## config.mk

```make
export PLATFORM = sky130hd
export DESIGN_NAME = cnt_access_arbiter
export DESIGN_NICKNAME = d
export VERILOG_FILES = /design/src/rtl/cnt_arb_pkg.sv /design/src/rtl/rr_arbiter.sv /design/src/rtl/cnt_access_arbiter.sv
export SDC_FILE = /design/constraint.sdc
export NUM_CORES = 1
export LEC_CHECK = 0
export ABC_AREA = 1
export CAP_MARGIN = 20
export CELL_PAD_IN_SITES_DETAIL_PLACEMENT = 0
export CELL_PAD_IN_SITES_GLOBAL_PLACEMENT = 2
export CORE_MARGIN = 3
export CORE_UTILIZATION = 22
export CTS_CLUSTER_SIZE = 16
export DETAILED_ROUTE_END_ITERATION = 7
export GPL_TIMING_DRIVEN = 1
export HOLD_SLACK_MARGIN = 0.15
export PLACE_DENSITY = 0.85
export SYNTH_ARGS = -nofsm -noshare
export SYNTH_HDL_FRONTEND = slang
export SYNTH_SLANG_ARGS = --single-unit
```

## constraint.sdc

```tcl
create_clock -name clk -period 2.3 [get_ports clk]
set_input_delay 0.23 -clock clk [delete_from_list [all_inputs] [get_ports clk]]
set_output_delay 0.23 -clock clk [all_outputs]
set_load 0.01 [all_outputs]
```

## src/rtl/cnt_arb_pkg.sv

```systemverilog
// Shared types and default sizing for the counter access arbiter.
// Opcode encoding matches the 2-bit req_op field of each requester.
package cnt_arb_pkg;

    typedef enum logic [1:0] {
        OP_READ  = 2'd0,
        OP_INC   = 2'd1,
        OP_LOAD  = 2'd2,
        OP_CLEAR = 2'd3
    } op_e;

    typedef enum logic {
        IDLE = 1'b0,
        RESP = 1'b1
    } state_e;

    localparam int unsigned DEF_NUM_REQ = 4;
    localparam int unsigned DEF_WIDTH   = 8;

endpackage

```

## src/rtl/rr_arbiter.sv

```systemverilog
// Round-robin selector: first asserted request at or above ptr, wrapping.
// Purely combinational; the caller owns and advances the pointer.
module rr_arbiter #(
    parameter int unsigned N  = 4,
    parameter int unsigned IW = (N > 1) ? $clog2(N) : 1
) (
    input  logic [N-1:0]  req,
    input  logic [IW-1:0] ptr,
    output logic [N-1:0]  grant,
    output logic [IW-1:0] idx,
    output logic          any
);

    always_comb begin
        int unsigned cand;
        grant = '0;
        idx   = '0;
        any   = 1'b0;
        cand  = 0;
        for (int unsigned off = 0; off < N; off++) begin
            cand = (32'(ptr) + off) % N;
            if (!any && req[cand]) begin
                grant[cand] = 1'b1;
                idx         = IW'(cand);
                any         = 1'b1;
            end
        end
    end

endmodule

```

## src/rtl/cnt_access_arbiter.sv

```systemverilog
// Shared counter with round-robin access from NUM_REQ requesters and an
// optional free-running increment; one op per two cycles via IDLE/RESP.
module cnt_access_arbiter
    import cnt_arb_pkg::*;
#(
    parameter int unsigned NUM_REQ = DEF_NUM_REQ,
    parameter int unsigned WIDTH   = DEF_WIDTH
) (
    input  logic                       clk,
    input  logic                       rst_n,
    input  logic [NUM_REQ-1:0]         req_valid,
    output logic [NUM_REQ-1:0]         req_ready,
    input  logic [2*NUM_REQ-1:0]       req_op,
    input  logic [WIDTH*NUM_REQ-1:0]   req_data,
    output logic                       rsp_valid,
    input  logic                       rsp_ready,
    output logic [$clog2(NUM_REQ)-1:0] rsp_id,
    output logic [WIDTH-1:0]           rsp_data,
    input  logic                       free_run_en,
    output logic [WIDTH-1:0]           count_out
);

    localparam int unsigned IW = $clog2(NUM_REQ);

    state_e               state, state_nxt;
    logic [IW-1:0]        ptr, ptr_nxt;
    logic [WIDTH-1:0]     counter, counter_nxt;
    logic [IW-1:0]        rsp_id_q, rsp_id_nxt;
    logic [WIDTH-1:0]     rsp_data_q, rsp_data_nxt;

    logic [NUM_REQ-1:0]   grant;
    logic [IW-1:0]        win_idx;
    logic                 win_any;
    logic                 handshake;
    op_e                  win_op;
    logic [WIDTH-1:0]     win_data;
    logic [WIDTH-1:0]     post_op;

    rr_arbiter #(
        .N  (NUM_REQ),
        .IW (IW)
    ) u_rr (
        .req   (req_valid),
        .ptr   (ptr),
        .grant (grant),
        .idx   (win_idx),
        .any   (win_any)
    );

    always_comb begin
        int unsigned sel;
        sel      = 32'(win_idx);
        win_op   = op_e'(req_op[sel*2 +: 2]);
        win_data = req_data[sel*WIDTH +: WIDTH];
        post_op  = counter;
        case (win_op)
            OP_READ:  post_op = counter;
            OP_INC:   post_op = counter + 1'b1;
            OP_LOAD:  post_op = win_data;
            OP_CLEAR: post_op = '0;
            default:  post_op = counter;
        endcase
    end

    // Grants are suppressed while reset is held so nothing is offered to a
    // requester that could be mistaken for an accept.
    always_comb begin
        state_nxt    = state;
        ptr_nxt      = ptr;
        rsp_id_nxt   = rsp_id_q;
        rsp_data_nxt = rsp_data_q;
        req_ready    = '0;
        handshake    = 1'b0;
        rsp_valid    = 1'b0;
        case (state)
            IDLE: begin
                if (rst_n && win_any) begin
                    req_ready    = grant;
                    handshake    = 1'b1;
                    state_nxt    = RESP;
                    rsp_id_nxt   = win_idx;
                    rsp_data_nxt = post_op;
                    ptr_nxt      = (win_idx == IW'(NUM_REQ - 1)) ? '0 : win_idx + 1'b1;
                end
            end
            RESP: begin
                rsp_valid = 1'b1;
                if (rsp_ready) begin
                    state_nxt = IDLE;
                end
            end
            default: state_nxt = IDLE;
        endcase
    end

    // A committed op overrides free-run so the counter never moves twice.
    always_comb begin
        counter_nxt = counter;
        if (handshake) begin
            counter_nxt = post_op;
        end else if (free_run_en) begin
            counter_nxt = counter + 1'b1;
        end
    end

    always_ff @(posedge clk or negedge rst_n) begin
        if (!rst_n) begin
            state      <= IDLE;
            ptr        <= '0;
            counter    <= '0;
            rsp_id_q   <= '0;
            rsp_data_q <= '0;
        end else begin
            state      <= state_nxt;
            ptr        <= ptr_nxt;
            counter    <= counter_nxt;
            rsp_id_q   <= rsp_id_nxt;
            rsp_data_q <= rsp_data_nxt;
        end
    end

    assign rsp_id    = rsp_id_q;
    assign rsp_data  = rsp_data_q;
    assign count_out = counter;

endmodule

```

Word-level counts from Yosys, hierarchy flattened
Index checks and enable logic that the tools add are counted.
W data, S select, Z words.
{"block": "totals", "regBits": 21, "in_bits": 48, "output_inout_bits": 23, "wordCells": 81}
{"block": "classes", "add_sub_neg": 5, "n_lt_le_gt_ge": 8, "n_eq_ne": 4, "n_shift": 2, "muxes": 39, "bitwise": 4, "reduce_logical": 14}
{"operator": "$pmux W8 S4", "n": 1}
{"operator": "$shiftx A32 B6 Y8", "n": 1}
{"operator": "$mux W4", "n": 6}
{"operator": "$mux W1", "n": 16}
{"operator": "$mux W8", "n": 2}
{"operator": "$lt A2 B3 Y1 const B", "n": 4}
{"operator": "$or A4 B4 Y4", "n": 3}
{"operator": "$mux W2", "n": 5}
{"operator": "$add A8 B1 Y8 const B", "n": 1}
{"operator": "$bmux W1 S2", "n": 4}
{"operator": "$demux W1 S2", "n": 4}
{"operator": "$ge A2 B1 Y1 const B", "n": 4}
{"operator": "$logic_and A1 B1 Y1", "n": 8}
{"operator": "$shiftx A8 B4 Y2", "n": 1}
{"operator": "$eq A2 B2 Y1 const B", "n": 3}
{"operator": "$add A2 B1 Y2 const B", "n": 2}
{"operator": "$add A2 B2 Y2 const B", "n": 2}
{"operator": "$logic_not A1 Y1", "n": 3}
{"operator": "$eq A2 B1 Y1 const B", "n": 1}
{"operator": "$logic_not A2 Y1", "n": 1}
{"operator": "$pmux W1 S2", "n": 1}
{"operator": "$reduce_and A2 Y1", "n": 1}
{"operator": "$reduce_bool A2 Y1", "n": 1}
{"operator": "$not A1 Y1", "n": 1}

Depth between registers and ports, before layout
{"block": "depth", "depth_word": 16, "ltp_mapped": 20, "depth_no_buf": 18}

Cells and area by module
A second synthesis with hierarchy kept.
{"block": "hier_totals", "cells_unflattened": 337, "hier_area_um2": 2177.1}
{"module": "cnt_access_arbiter", "n_inst": 1, "cells_each": 263, "area_each_um2": 1736.7}
{"module": "rr_arbiter", "n_inst": 1, "cells_each": 74, "area_each_um2": 440.4}

Worst setup path before layout
No wires, ideal clock.
{"block": "synth_timing", "kind": "register to register", "start": "reg ptr[1]", "end": "reg counter[7] (netlist: count_out[7])", "setup_ns": 0.124, "arrival_time_ns": 2.318, "t_required_ns": 2.176, "path_slack_ns": -0.142, "stages_incl_launch_ff": 18, "path_buffers": 2, "period_less_slack_ns": 2.442, "cell_sequence": "dfrtp_1 -> inv_1 -> ha_1 -> inv_1 -> nand3_1 -> nand2_1 -> a21oi_1 -> nand2_1 -> buf_4 -> nand4_1 -> nand2_1 -> nand2_4 -> nand2_4 -> buf_6 -> o21ai_1 -> nand2_1 -> nand2_1 -> a21oi_2"}
{"block": "synth_via", "elab_chain_cells": 16, "word_cells_on_any_way": 37}
{"element": "start, declared", "line_no": "cnt_access_arbiter.sv:26", "rtl": "logic [IW-1:0] ptr, ptr_nxt;"}
{"element": "start signal, assigned", "line_no": "cnt_access_arbiter.sv:115", "rtl": "ptr <= ptr_nxt;"}
{"element": "parallel branches: the longest is 16 deep, another holds $add A2 B1 Y2"}
{"element": "end signal, assigned", "line_no": "cnt_access_arbiter.sv:116", "rtl": "counter <= counter_nxt;"}
{"element": "end, declared", "line_no": "cnt_access_arbiter.sv:27", "rtl": "logic [WIDTH-1:0] counter, counter_nxt;"}
Parallel ways; which one is timed is not known. The select of a mux whose other input is x is not followed.
A chain may end at the register's enable or synchronous reset.

Worst setup path in the final report
{"block": "layout_timing", "start": "reg ptr[0]", "end": "reg rsp_data_q[5] (netlist: rsp_data[5])"}
{"block": "layout_via", "elab_chain_cells": 15, "word_cells_on_any_way": 34}
{"element": "parallel branches: the longest is 15 deep, another holds $add A2 B1 Y2"}
{"element": "end signal, assigned", "line_no": "cnt_access_arbiter.sv:118", "rtl": "rsp_data_q <= rsp_data_nxt;"}
{"element": "end, declared", "line_no": "cnt_access_arbiter.sv:29", "rtl": "logic [WIDTH-1:0] rsp_data_q, rsp_data_nxt;"}
Parallel ways; which one is timed is not known. The select of a mux whose other input is x is not followed.

==> impl_metrics.sql <==
INSERT INTO impl_metrics (metric_group, metric, value, unit) VALUES
('sta', 'number_of_slew_limit_violations_in_the_final_report', '0', ''),
('worst_setup_path', 'critPathKind', 'register to register', ''),
('floorplanning', 'initial_core_util', '23.2', '%'),
('cells_and_area', 'syn_to_final_growth', '68.1', '%'),
('grt', 'overflow', '0', ''),
('grt', 'grt_start_max_net_pins', '22', ''),
('logic_synthesis', 'post_synth_fa_ha_maj_area_fraction', '4.86', '%'),
('worst_setup_path', 'regToRegStartpoint', 'ptr[0]', ''),
('logic_synthesis', 'post_synth.cell_area_avg', '6.33', 'um^2'),
('worst_setup_path', 'worstSetupStartpointType', 'register', ''),
('logic_synthesis', 'ys_dominant_reg_cell', 'sky130_fd_sc_hd__dfrtp_1', ''),
('logic_synthesis', 'compound_cell_area_share_of_the_yosys_netlist', '11.1', '%'),
('logic_synthesis', 'synth_edf_count', '0', ''),
('worst_setup_path', 'critical_path_required', '2440', 'ps'),
('sta', 'max_freq', '419', 'MHz'),
('grt', 'grt_pass1_vias', '2604', ''),
('sta', 'setup_viol', '20', ''),
('floorplanning', 'design.die.area', '11800', 'um^2'),
('cells_and_area', 'layout-drive-gt1-share', '31.4', '%'),
('cells_and_area', 'total_number_of_nets_in_the_final_design', '535', ''),
('logic_synthesis', 'syn-num-nets', '423', ''),
('logic_synthesis', 'synth_async_sr_flop_share', '100', '%'),
('logic_synthesis', 'post_synth_main_area_contributors', 'sky130_fd_sc_hd__dfrtp_1 23%, sky130_fd_sc_hd__nand2_1 18%, sky130_fd_sc_hd__inv_1 10%', ''),
('placed_design', 'postPlaceCellArea', '3350', 'um^2'),
('routing', 'routed_wl', '7860', 'um'),
('cts', 'clock_latency', '250', 'ps'),
('grt', 'gr-max-usage-layer', 'met2', ''),
('sta', 'rsz0062_at_grt', 'true', ''),
('worst_setup_path', 'r2r.worst_path.cells', '19', ''),
('logic_synthesis', 'fraction_of_synthesized_cell_area_in_xor_and_xnor_cells', '2.27', '%'),
('sta', 'timing.final.crit_share', '104', '%'),
('floorplanning', 'die_width', '109', 'um'),
('cells_and_area', 'final_core_utilization', '39.0', '%'),
('status', 'run_status', 'complete, but fails checks', ''),
('logic_synthesis', 'synthesis_stage_register_bit_count', '21', ''),
('routing', 'detail_route.wl_per_cell', '12.9', 'um'),
('logic_synthesis', 'synth.area.mux_share', '0', '%'),
('cts', 'clk_transition_reported_paths', '70', 'ps'),
('worst_setup_path', 'crit_arrival', '2530', 'ps'),
('cells_and_area', 'n_antenna_cell', '0', ''),
('grt', 'grt_first_pass_wirelength', '12700', 'um'),
('worst_setup_path', 'timing.critical_path.max_delay_family', 'simple AND/OR/NAND/NOR gates', ''),
('grt', 'grt_util_met3', '1.42', '%'),
('status', 'failed_checks', 'negative setup slack', ''),
('routing', 'detailedRoute.firstIterationViolations', '98', ''),
('logic_synthesis', 'yosys.area.top_type_share', '22.7', '%'),
('worst_setup_path', 'cp_num_buf_inv', '6', ''),
('routing', 'drcViolationCount', '0', ''),
('placed_design', 'routabilityCongestion', '0.848', ''),
('cells_and_area', 'non_filler_instance_count_after_layout', '610', ''),
('sta', 'final-hold-violation-count', '0', ''),
('worst_setup_path', 'worst_setup_path_end_kind', 'register', ''),
('routing', 'vias_per_cell', '4.34', ''),
('routing', 'drt_pre_antenna_iters', '6', ''),
('worst_setup_path', 'critical_path.slowest_cell', 'sky130_fd_sc_hd__dfrtp_2', ''),
('sta', 'final_critical_path_setup_slack', '-87.8', 'ps'),
('placed_design', 'detailedPlacementHpwl', '5830', 'um'),
('sta', 'max_slew_margin', '82.5', '%'),
('placed_design', 'place.port_buffers', '70', ''),
('floorplanning', 'die_height', '109', 'um'),
('logic_synthesis', 'yosys.cell_types.count', '31', ''),
('grt', 'grt_use_met2', '21.3', '%'),
('flow_run', 'drv_cap', '0', ''),
('sta', 'timing.setup.tns', '-808', 'ps'),
('sta', 'timing_worst_slew_pin_value', '260', 'ps'),
('worst_setup_path', 'list_of_cells_traversed_by_the_critical_path', 'inv_8, ha_4, inv_4, nand3_2, nand2_4, buf_6, nand2_4, nor2_4, nand3_2, nand2_4, buf_12, nand2_4, nand2_8, buf_4, nand3_2, nand2_1, clkinv_1, nand2_2, nand2_1', ''),
('routing', 'route.antenna.remaining_nets', '0', ''),
('sta', 'shortest_clock_period_the_worst_path_allows_after_layout', '2390', 'ps'),
('logic_synthesis', 'combinational_family_with_the_most_area_after_synthesis', 'simple AND/OR/NAND/NOR gates', ''),
('worst_hold_path', 'hold_path_class', 'primary input to async pin', ''),
('cts', 'ctsRootBufferMaster', 'sky130_fd_sc_hd__clkbuf_8', '');
[cells by family after synthesis]
kind of cell / Yosys count
AND/OR/NAND/NOR: 205
AO/OA/AOI/OAI: 43
flip-flops: 21
XOR/XNOR: 6
adder cells (fa/ha/maj): 9
buffers and inverters: 82
[worst max path at each step]
| stage | startpoint | end | slack [ps] | cells past startpoint |
|---|---|---|---|---|
| 2_1_floorplan | ptr[0] | count_out[7] | 0.6 | 18 |
| 3_3_place_gp | req_valid[0] | count_out[3] | -260 | 16 |
| 3_5_place_dp | req_valid[1] | req_ready[2] | -270 | 13 |
| 4_1_cts | ptr[0] | rsp_data[6] | -60 | 17 |
| 5_1_grt | ptr[0] | count_out[4] | -220 | 18 |
| 6_report | ptr[0] | rsp_data[5] | -90 | 19 |
[worst register-to-register path, stage by stage (launching register included)]
cell                       delay (ps)
sky130_fd_sc_hd__dfrtp_2          450
sky130_fd_sc_hd__inv_8             70
sky130_fd_sc_hd__ha_4             220
sky130_fd_sc_hd__inv_4             80
sky130_fd_sc_hd__nand3_2           90
sky130_fd_sc_hd__nand2_4           90
sky130_fd_sc_hd__buf_6            100
sky130_fd_sc_hd__nand2_4           60
sky130_fd_sc_hd__nor2_4           100
sky130_fd_sc_hd__nand3_2           90
sky130_fd_sc_hd__nand2_4          160
sky130_fd_sc_hd__buf_12           130
sky130_fd_sc_hd__nand2_4           70
sky130_fd_sc_hd__nand2_8          110
sky130_fd_sc_hd__buf_4            110
sky130_fd_sc_hd__nand3_2           50
sky130_fd_sc_hd__nand2_1           60
sky130_fd_sc_hd__clkinv_1          60
sky130_fd_sc_hd__nand2_2          100
sky130_fd_sc_hd__nand2_1           60
[sequential cells by signal (all words and copies together), names as in the netlist]
| signal | count |
|---|---|
| state | 1 |
| rsp_id | 2 |
| rsp_data | 8 |
| ptr | 2 |
| count_out | 8 |
[metal layers]
| layer | share of wire, % | wire length (um) | vias to the layer above |
|---|---|---|---|
| met5 | 0 | 0 | - |
| met4 | 1.3 | 101 | 0 |
| met3 | 4.5 | 351 | 8 |
| met2 | 45 | 3510 | 66 |
| met1 | 50 | 3900 | 1190 |
| li1 | - | - | 1382 |
[synthesized netlist by cell type, types with 2 or more instances]
| master | n |
|---|---|
| sky130_fd_sc_hd__a21oi_1 | 7 |
| sky130_fd_sc_hd__a21oi_2 | 3 |
| sky130_fd_sc_hd__a221oi_1 | 2 |
| sky130_fd_sc_hd__buf_2 | 6 |
| sky130_fd_sc_hd__buf_4 | 2 |
| sky130_fd_sc_hd__buf_6 | 6 |
| sky130_fd_sc_hd__clkinv_1 | 2 |
| sky130_fd_sc_hd__dfrtp_1 | 21 |
| sky130_fd_sc_hd__ha_1 | 9 |
| sky130_fd_sc_hd__inv_1 | 63 |
| sky130_fd_sc_hd__nand2_1 | 110 |
| sky130_fd_sc_hd__nand2_2 | 7 |
| sky130_fd_sc_hd__nand2_4 | 6 |
| sky130_fd_sc_hd__nand3_1 | 35 |
| sky130_fd_sc_hd__nand3_2 | 10 |
| sky130_fd_sc_hd__nand3b_1 | 3 |
| sky130_fd_sc_hd__nand4_1 | 12 |
| sky130_fd_sc_hd__nor2_1 | 18 |
| sky130_fd_sc_hd__nor2_2 | 2 |
| sky130_fd_sc_hd__o2111ai_1 | 2 |
| sky130_fd_sc_hd__o211ai_1 | 5 |
| sky130_fd_sc_hd__o21ai_0 | 18 |
| sky130_fd_sc_hd__o21ai_1 | 5 |
| sky130_fd_sc_hd__xnor2_1 | 2 |
| sky130_fd_sc_hd__xor2_1 | 4 |
[final cells by class]
cell class	instances	area (um^2)
tap	133	166
sequential	21	528
clock buffer	4	45.0
timing repair buffer	119	1140
fill	1042	6100
multi-input combinational	265	1740
inverter	68	278
[layout by cell type (no fill, tap or decap), types with 3 or more instances in the layout]
cell type	netlist	layout
sky130_fd_sc_hd__nand2_4	6	13
sky130_fd_sc_hd__xor2_1	4	4
sky130_fd_sc_hd__dfrtp_1	21	19
sky130_fd_sc_hd__clkbuf_8	0	3
sky130_fd_sc_hd__clkdlybuf4s50_1	0	66
sky130_fd_sc_hd__nand3_1	35	19
sky130_fd_sc_hd__inv_2	1	3
sky130_fd_sc_hd__buf_4	2	31
sky130_fd_sc_hd__buf_6	6	15
sky130_fd_sc_hd__inv_1	63	59
sky130_fd_sc_hd__a21oi_2	3	8
sky130_fd_sc_hd__o21ai_1	5	6
sky130_fd_sc_hd__nor2_4	1	4
sky130_fd_sc_hd__nand3_2	10	22
sky130_fd_sc_hd__nand3_4	0	4
sky130_fd_sc_hd__nand2_2	7	24
sky130_fd_sc_hd__nor2_1	18	17
sky130_fd_sc_hd__buf_2	6	4
sky130_fd_sc_hd__nand4_1	12	12
sky130_fd_sc_hd__nand2_1	110	86
sky130_fd_sc_hd__o21ai_0	18	15
sky130_fd_sc_hd__nand3b_1	3	3
sky130_fd_sc_hd__o211ai_1	5	5
sky130_fd_sc_hd__ha_1	9	8
[through the flow]
step,hold slack (ps),setup WS (ps)
floorplan,-65.6,0.564
global placement,468,-255
detailed placement,476,-270
CTS,440,-57.7
global route,463,-215
finish,437,-87.8
[repair_timing]
item,4_1_cts,5_1_grt
setup buffers,7,7
gates cloned,2,1
hold buffers,0,0
pin swaps,19,14
endpoints found under the hold margin,0,0
endpoints found under the setup margin,20,20
gates resized for setup,71,41
Power is not shown: default switching activity piles up to over one toggle a cycle in this logic, so the estimate is an artifact.
